**src/rtl/gate_timing_ctrl.sv**
```systemverilog
// Per-channel gate sequencing and supervision: arm, wait for the gate to rise within a
// timeout, then check that it stays high for a minimum length. Error flags are sticky.
module gate_timing_ctrl #(
  parameter int N_CH  = 12,
  parameter int CNT_W = 16
) (
  input  logic             clock,
  input  logic             reset,
  input  logic [N_CH-1:0]  gate_in,
  input  logic [N_CH-1:0]  ch_enable,
  input  logic             arm,
  input  logic             clear,
  input  logic [CNT_W-1:0] timeout_val,
  input  logic [CNT_W-1:0] min_len_val,
  output logic [N_CH-1:0]  gate_active,
  output logic [N_CH-1:0]  gate_valid,
  output logic [N_CH-1:0]  err_timeout,
  output logic [N_CH-1:0]  err_short,
  output logic             busy
);

  typedef enum logic [1:0] {
    S_IDLE = 2'd0,
    S_WAIT = 2'd1,
    S_ON   = 2'd2,
    S_OK   = 2'd3
  } state_t;

  state_t           state_q [N_CH];
  state_t           state_d [N_CH];
  logic [CNT_W-1:0] cnt_q   [N_CH];
  logic [CNT_W-1:0] cnt_d   [N_CH];
  logic [N_CH-1:0]  err_to_q, err_to_d;
  logic [N_CH-1:0]  err_sh_q, err_sh_d;
  logic [N_CH-1:0]  set_to, set_sh;

  function automatic logic [CNT_W-1:0] sat_inc(input logic [CNT_W-1:0] v);
    return (v == {CNT_W{1'b1}}) ? v : v + {{(CNT_W-1){1'b0}}, 1'b1};
  endfunction

  always_ff @(posedge clock or posedge reset) begin
    if (reset) begin
      for (int i = 0; i < N_CH; i++) begin
        state_q[i] <= S_IDLE;
        cnt_q[i]   <= {CNT_W{1'b0}};
      end
      err_to_q <= {N_CH{1'b0}};
      err_sh_q <= {N_CH{1'b0}};
    end else begin
      for (int i = 0; i < N_CH; i++) begin
        state_q[i] <= state_d[i];
        cnt_q[i]   <= cnt_d[i];
      end
      err_to_q <= err_to_d;
      err_sh_q <= err_sh_d;
    end
  end

  // Disable has priority over every transition; gate rise beats timeout in WAIT.
  always_comb begin
    set_to = {N_CH{1'b0}};
    set_sh = {N_CH{1'b0}};
    for (int i = 0; i < N_CH; i++) begin
      state_d[i] = state_q[i];
      cnt_d[i]   = cnt_q[i];
      if (state_q[i] != S_IDLE && !ch_enable[i]) begin
        state_d[i] = S_IDLE;
        cnt_d[i]   = {CNT_W{1'b0}};
      end else begin
        case (state_q[i])
          S_IDLE: begin
            if (arm && ch_enable[i]) begin
              state_d[i] = S_WAIT;
              cnt_d[i]   = {CNT_W{1'b0}};
            end else begin
              state_d[i] = S_IDLE;
            end
          end
          S_WAIT: begin
            if (gate_in[i]) begin
              state_d[i] = S_ON;
              cnt_d[i]   = {{(CNT_W-1){1'b0}}, 1'b1};
            end else if (cnt_q[i] >= timeout_val) begin
              state_d[i] = S_IDLE;
              cnt_d[i]   = {CNT_W{1'b0}};
              set_to[i]  = 1'b1;
            end else begin
              cnt_d[i] = sat_inc(cnt_q[i]);
            end
          end
          S_ON: begin
            if (!gate_in[i]) begin
              state_d[i] = S_IDLE;
              cnt_d[i]   = {CNT_W{1'b0}};
              set_sh[i]  = 1'b1;
            end else if (cnt_q[i] >= min_len_val) begin
              state_d[i] = S_OK;
            end else begin
              cnt_d[i] = sat_inc(cnt_q[i]);
            end
          end
          S_OK: begin
            if (!gate_in[i]) begin
              state_d[i] = S_IDLE;
              cnt_d[i]   = {CNT_W{1'b0}};
            end else begin
              state_d[i] = S_OK;
            end
          end
          default: begin
            state_d[i] = S_IDLE;
            cnt_d[i]   = {CNT_W{1'b0}};
          end
        endcase
      end
    end
    // A set on the same edge as clear must survive.
    err_to_d = (err_to_q & ~{N_CH{clear}}) | set_to;
    err_sh_d = (err_sh_q & ~{N_CH{clear}}) | set_sh;
  end

  always_comb begin
    busy = 1'b0;
    for (int i = 0; i < N_CH; i++) begin
      gate_active[i] = (state_q[i] == S_ON) || (state_q[i] == S_OK);
      gate_valid[i]  = (state_q[i] == S_OK);
      busy           = busy | (state_q[i] != S_IDLE);
    end
    err_timeout = err_to_q;
    err_short   = err_sh_q;
  end

endmodule

```
**config.mk**
```make
export PLATFORM = sky130hd
export DESIGN_NAME = gate_timing_ctrl
export DESIGN_NICKNAME = d
export VERILOG_FILES = /design/src/rtl/gate_timing_ctrl.sv
export SDC_FILE = /design/constraint.sdc
export NUM_CORES = 1
export LEC_CHECK = 0
export CORE_ASPECT_RATIO = 1.4
export CORE_MARGIN = 2
export CORE_UTILIZATION = 55
export DETAILED_ROUTE_END_ITERATION = 7
export GPL_ROUTABILITY_DRIVEN = 0
export GPL_TIMING_DRIVEN = 0
export PLACE_DENSITY_LB_ADDON = 0.15
export SLEW_MARGIN = 20
export SYNTH_ARGS = -nofsm -noshare
export SYNTH_HDL_FRONTEND = slang
export SYNTH_SLANG_ARGS = --single-unit
export TNS_END_PERCENT = 20
```
**constraint.sdc**
```tcl
create_clock -name clock -period 17.3 [get_ports clock]
set_input_delay 3.46 -clock clock [delete_from_list [all_inputs] [get_ports clock]]
set_output_delay 3.46 -clock clock [all_outputs]
set_load 0.005 [all_outputs]
```
==> results.ini, run 1 <==
[sta]
maxSlewHeadroom = 0.1871
hold_violations = 0
tns_ps = 0
fmax_mhz = 139.2
finalMaxSlewViolations = 0
finalSetupViolCount = 0
worst_slew_pin_slew_ps = 1219
holdWs_ps = 493.7
fin_ws_ps = 10120
rsz0062_at_grt = false
fin_crit_ps = 7184
post-route-period-util = 0.4152
skew_ps = 13.53

[logic_synthesis]
avgSynthCellArea_um2 = 8.476
synth.distinct_cells = 81
synth_top_family_by_area = compound AO/OA/AOI/OAI gates
synth_most_common_cell = ha_1
synth-async-reset-ratio = 1.000
synth_flop_cell = dfrtp_1
yosysTopAreaCell = dfrtp_1
synth-simple-area-share = 0.1982
synthTopCellsByArea = dfrtp_1 (26%), ha_1 (24%), a21oi_1 (5.0%)
syn_nets = 3213
yosys-top-cells-count = ha_1 (446), dfrtp_1 (240), a21oi_1 (228)
synth.yosys.warnings = 0
yosysTopAreaCellShare = 0.2617
synth_seq_cells = 240
synth_edf_count = 0
synth-adder-area-share = 0.2432
netlist_area_mm2 = 0.02295
netlist_instances = 2707
synth-xor-area-share = 0.003817
synth_compound_area_frac = 0.2588
ys_seq_area_frac = 0.2617
synthMuxAreaShare = 0.004526

[clock_network]
h-tree-depth = 1
clock_sinks = 240
clockBufferDepth = 3
tritoncts = done
worstSkewPairLatency_ps = 580
clockRootBuffer = clkbuf_16
cts_resized = 0
postCtsSetupRepairBufs = 0
path_clk_slew_ps = 60
cts_inserted_buffers = 28
hold_buffers = 0

[pwr]
power_density_mw_per_mm2 = 62.65
clockPowerShare = 0.464
p_leak_uw = 0.01221
finalPower_uw = 1619
p_seq_frac = 0.360
power_switching_uw = 471.9
internal_power_uw = 1147
ir_drop_mv = 0.06140
swShare = 0.2915
p_comb_frac = 0.177

[global_routing]
antenna_found_initial = 1
met2_usage = 0.5841
track_usage = 0.3405
grt.busiest_layer = met2
overflow = 0
grt_pass1_wl_um = 117100
grt_util_met3 = 0.05318
grt_pass1_vias = 22064
met1_usage = 0.3959
grt_max_degree = 67

[flow_run]
maxCapViolCount = 0

[route]
post_drt_wl_per_cell_um = 22.20
drcViolationCount = 0
vias = 22833
ant_nets = 0
drtIter0Drc = 1906
drt-vias-per-instance = 6.718
wirelength_um = 75450
dr.pass1.iters = 6

[floorplan]
rows = 88
dieArea_mm2 = 0.04339
die_height_um = 245.7
core-area_mm2 = 0.04118
dieWidth_um = 176.6
initial_core_util = 0.5572
ios = 109

[critical_path]
cp-end-kind = flop
required_ps = 17760
start_kind = input port
cp_data_arrival_time_ps = 7650
crit_fanout = 12
path_class = in -> reg

[cells_and_area]
syn_to_final_growth_pct = 12.61
nFillCells = 3553
multi_input_area_mm2 = 0.01626
drive_gt1_frac = 0.03708
diodes = 0
postLayoutCoreUtil = 0.6275
ff_latch_area_mm2 = 0.006006
nets = 3343

[placed_design]
port_buffers = 97
dp_hpwl_um = 52590
post-place-ws_ps = 9669

[min_path]
min_path_type = reg -> reg

[run_status]
outcome = finished clean

==> per-layer routing <==
metal / vias up / wire length (um)
li1: 10646 / -
met4: 0 / 4869
met5: - / 0
met3: 274 / 5359
met1: 10947 / 28930
met2: 966 / 36280
==> worst paths after layout <==
path	end	slack [ps]	cells after the start	start
setup / recovery	cnt_q[81]	10120	12	min_len_val[11]
hold / removal	err_timeout[9]	490	1	err_timeout[9]
setup reg to reg	cnt_q[34]	13720	11	cnt_q[32]
hold reg to reg	err_timeout[9]	490	1	err_timeout[9]
max in group asynchronous	cnt_q[69]	12930	4	reset
min in group asynchronous	cnt_q[141]	3280	2	reset
==> critical path: stages <==
cell and delay (ps):
clkdlybuf4s50_1 400, inv_1 810, ha_1 410, a21oi_1 170, o21ai_0 170, a2111oi_0 650
a211oi_1 220, a211o_1 320, a21oi_1 390, buf_2 300, o21ai_0 110, a32o_1 210
==> cell usage in the layout (no fill, tap or decap), types with 12 or more instances in the layout <==
cell and count:
ha_1 446, dfrtp_1 240, a21oi_1 228, nand2_1 224
o21ai_0 212, nor2_1 200, nand3_1 128, inv_1 106
clkdlybuf4s50_1 97, nand4_1 66, o31ai_1 62, a31oi_1 57
nor3_1 56, clkbuf_1 55, nor2b_1 49, a21o_1 43
and3_1 42, a22o_1 32, nand2b_1 30, clkbuf_16 29
o21a_1 28, a211oi_1 26, o22a_1 26, a41oi_1 25
o211ai_1 24, or2_2 23, nor4_1 18, and4_1 17
a32o_1 16, and2_1 15, a211o_1 14, o41ai_1 12
or3_1 12
==> cell type report <==
cell class              instances  share of cell area
plain buffers                  68             0.01075
clock buffers                  37             0.03196
clock inverters                15             0.01269
inverters                     109             0.01612
multi-input cells            2290              0.6291
flip-flops and latches        240              0.2324
well taps                     540             0.02615
repair buffers                100             0.04077
==> registers in the layout, summed over array words and instances, names as in the netlist <==
signal,cells
err_timeout,12
err_short,12
state_q,24
cnt_q,192
==> per-stage QoR <==
step           instances  cell area, um2
4_1_cts             3399           25840
5_1_grt             3399           25840
6_report            3399           25840
2_1_floorplan       2707           22950
3_5_place_dp        3347           24690
3_3_place_gp        3344           24590
==> cells by family (layout without fill, tap and decap cells) <==
logic type,count (synthesis),count (layout)
AOI/OAI and AO/OA,908,908
xor gates and xnor gates,10,10
adders and majority gates,446,446
buffers and inverters,177,329
DFF,240,240
muxes,10,10
and+or+nand+nor,916,916
==> power groups by stage <==
stage	Clock, uW	Combinational (uW)	Sequential [uW]
after floorplan	0	176	589
after global placement	0	266	592
after detailed placement	0	279	592
after CTS	754	281	582
after global routing	777	313	583
final	751	286	582
No activity file was read; power rests on OpenSTA's default activity.
==> run 2, diff against run 1 <==
==> constraint.sdc (replaced) <==
create_clock -name clock -period 7.2 [get_ports clock]
set_input_delay 1.44 -clock clock [delete_from_list [all_inputs] [get_ports clock]]
set_output_delay 1.44 -clock clock [all_outputs]
set_load 0.005 [all_outputs]
==> run 2 against run 1 <==
  * Hold slack worse by 2.5 ps
  * Utilization is 0.12 points higher
  * Setup slack lost 8300 ps
  * Sequential power up 140%
  * Sequential share of layout area about the same
  * Clock skew up 1.0 ps
  * Flip-flop and latch count unchanged
  * Total power rose by 130%
  * Via count up 1.5%
  * Combinational power up 140%
  * Critical path depth is the same
  * Final area is 0.19% higher
  * Highest routed layer is now met5
==> results.ini, run 2 (synthesized netlist as in run 1, its figures left out) <==
[cells_and_area]
syn_to_final_growth_pct = 12.83
largest_reg_flops = 192
stdcell_count = 3408
layout_commonest_cell = ha_1
final_cell_mix = ha_1 (446), dfrtp_1 (240), a21oi_1 (228)
nets = 3349
top_register = cnt_q
drive_gt1_frac = 0.04084
largestRegisters = cnt_q (192), state_q (24)
nFillCells = 3583
postLayoutCoreUtil = 0.6287

[flow_run]
maxCapViolCount = 0

[critical_path]
start_kind = input port
rr_worst_depth = 11
critPathTopFamily = compound AO/OA/AOI/OAI gates
startpoint = min_len_val[14]
cpMaxStageDelayCell = clkinv_1
r2r-end = cnt_q[59]
rrSetupSlack_ps = 3660
timing.rr.start = cnt_q[48]
required_ps = 7650
path_class = in -> reg
crit_cells = 12
crit_chain = clkdlybuf4s50_1 -> clkinv_1 -> ha_1 -> a21oi_1 -> o21ai_1 -> a2111o_1 -> a41oi_1 -> nor2_1 -> a41o_1 -> or2_0 -> clkbuf_1 -> o41ai_1
critPathMaxStageDelay_ps = 910
critical_path_buf_inv_count = 3
cp-end-kind = flop
endpoint = cnt_q[59]
cp_data_arrival_time_ps = 5820
crit_fanout = 12

[global_routing]
antenna_found_initial = 3
track_usage = 0.3480
grt_max_degree = 33
grt_pass1_wl_um = 120100
grt_pass1_vias = 22793
overflow = 0

[route]
post_drt_wl_per_cell_um = 22.45
drcViolationCount = 0
drtIter0Drc = 1837
ant_nets = 0
dr.pass1.iters = 6
vias = 23177
drt-vias-per-instance = 6.801
wirelength_um = 76530

[floorplan]
rows = 88
core-area_mm2 = 0.04118
dieWidth_um = 176.6
dieArea_mm2 = 0.04339
die_height_um = 245.7
ios = 109
initial_core_util = 0.5572

[pwr]
power_density_mw_per_mm2 = 146.2
power_switching_uw = 1138
p_comb_frac = 0.185
swShare = 0.3005
internal_power_uw = 2648
p_leak_uw = 0.01222
p_seq_frac = 0.370
ir_drop_mv = 0.1877
clockPowerShare = 0.446
finalPower_uw = 3786

[sta]
fin_crit_ps = 5371
fmax_mhz = 186.2
post-route-period-util = 0.7460
holdWs_ps = 491.2
rsz0062_at_grt = false
finalSetupViolCount = 0
skew_ps = 14.55
hold_violations = 0
finalMaxSlewViolations = 0
worst_slew_pin_slew_ps = 1207
tns_ps = 0
maxSlewHeadroom = 0.1945

[clock_network]
hold_buffers = 0
cts_resized = 0
path_clk_slew_ps = 70
clockBufferDepth = 3
postCtsSetupRepairBufs = 0
worstSkewPairLatency_ps = 580
cts_inserted_buffers = 28
tritoncts = done
clockRootBuffer = clkbuf_16
h-tree-depth = 1
clock_sinks = 240

[placed_design]
dp_hpwl_um = 53440
port_buffers = 97
placed_cells = 3353

[min_path]
min_path_type = reg -> reg
hold-path-cell-count = 1
hp-start = err_timeout[3]

[run_status]
outcome = finished clean

[run 2: cell types whose count changed in the layout (fill, tap and decap cells not counted), sizes merged]
cell,change
buf,+6
bufinv,-3
clkinv,+3
diode,+3
clkinvlp,+1
inv,-1
[run 2: cell type report]
type	instances	area, um2	area share
plain buffers	68	279.0	0.01078
clock inverters	15	256.5	0.009907
flip-flops and latches	240	6006	0.2320
multi-input cells	2290	16260	0.6282
repair buffers	106	1174	0.04533
diodes	3	7.507	0.0002900
clock buffers	37	815.8	0.03151
inverters	109	412.9	0.01595
well taps	540	675.6	0.02610
[run 2: how the worst min path moves through the flow]
stage                           to  slack (ps)
CTS                 err_timeout[9]         500
global route        err_timeout[3]         520
global placement    err_timeout[3]         470
floorplan           err_timeout[0]         480
finish              err_timeout[3]         490
detailed placement  err_timeout[9]         480
[run 2: per-stage QoR]
step	worst slack (ps)	area, um2
floorplan	2612	22950
CTS	2293	25880
global placement	518.8	24600
global route	1717	25880
detailed placement	1677	24800
finish	1829	25890
[run 2: routing by layer]
layer	track usage	part of all wire	up-vias
met5	0	0.00014	-
met1	0.4093	0.39	11190
li1	-	-	10669
met2	0.5824	0.47	1034
met3	0.05674	0.074	282
met4	0.2312	0.069	2
[run 2: worst reg2reg max path: stages, from the launching register on]
cell and delay [ps]:
dfrtp_1 370, clkbuf_1 400, inv_1 130, ha_1 300, nand2b_1 150, a31oi_1 170
o21ai_0 170, a31oi_1 360, a31oi_1 360, or2_0 300, clkbuf_1 250, o41ai_1 440
[run 2: power groups by stage]
stage	clock (uW)	combinational (uW)	sequential, uW
4_1_cts	1700	688	1400
3_5_place_dp	0	683	1420
3_3_place_gp	0	639	1420
2_1_floorplan	0	424	1410
5_1_grt	1760	767	1400
6_report	1690	699	1400
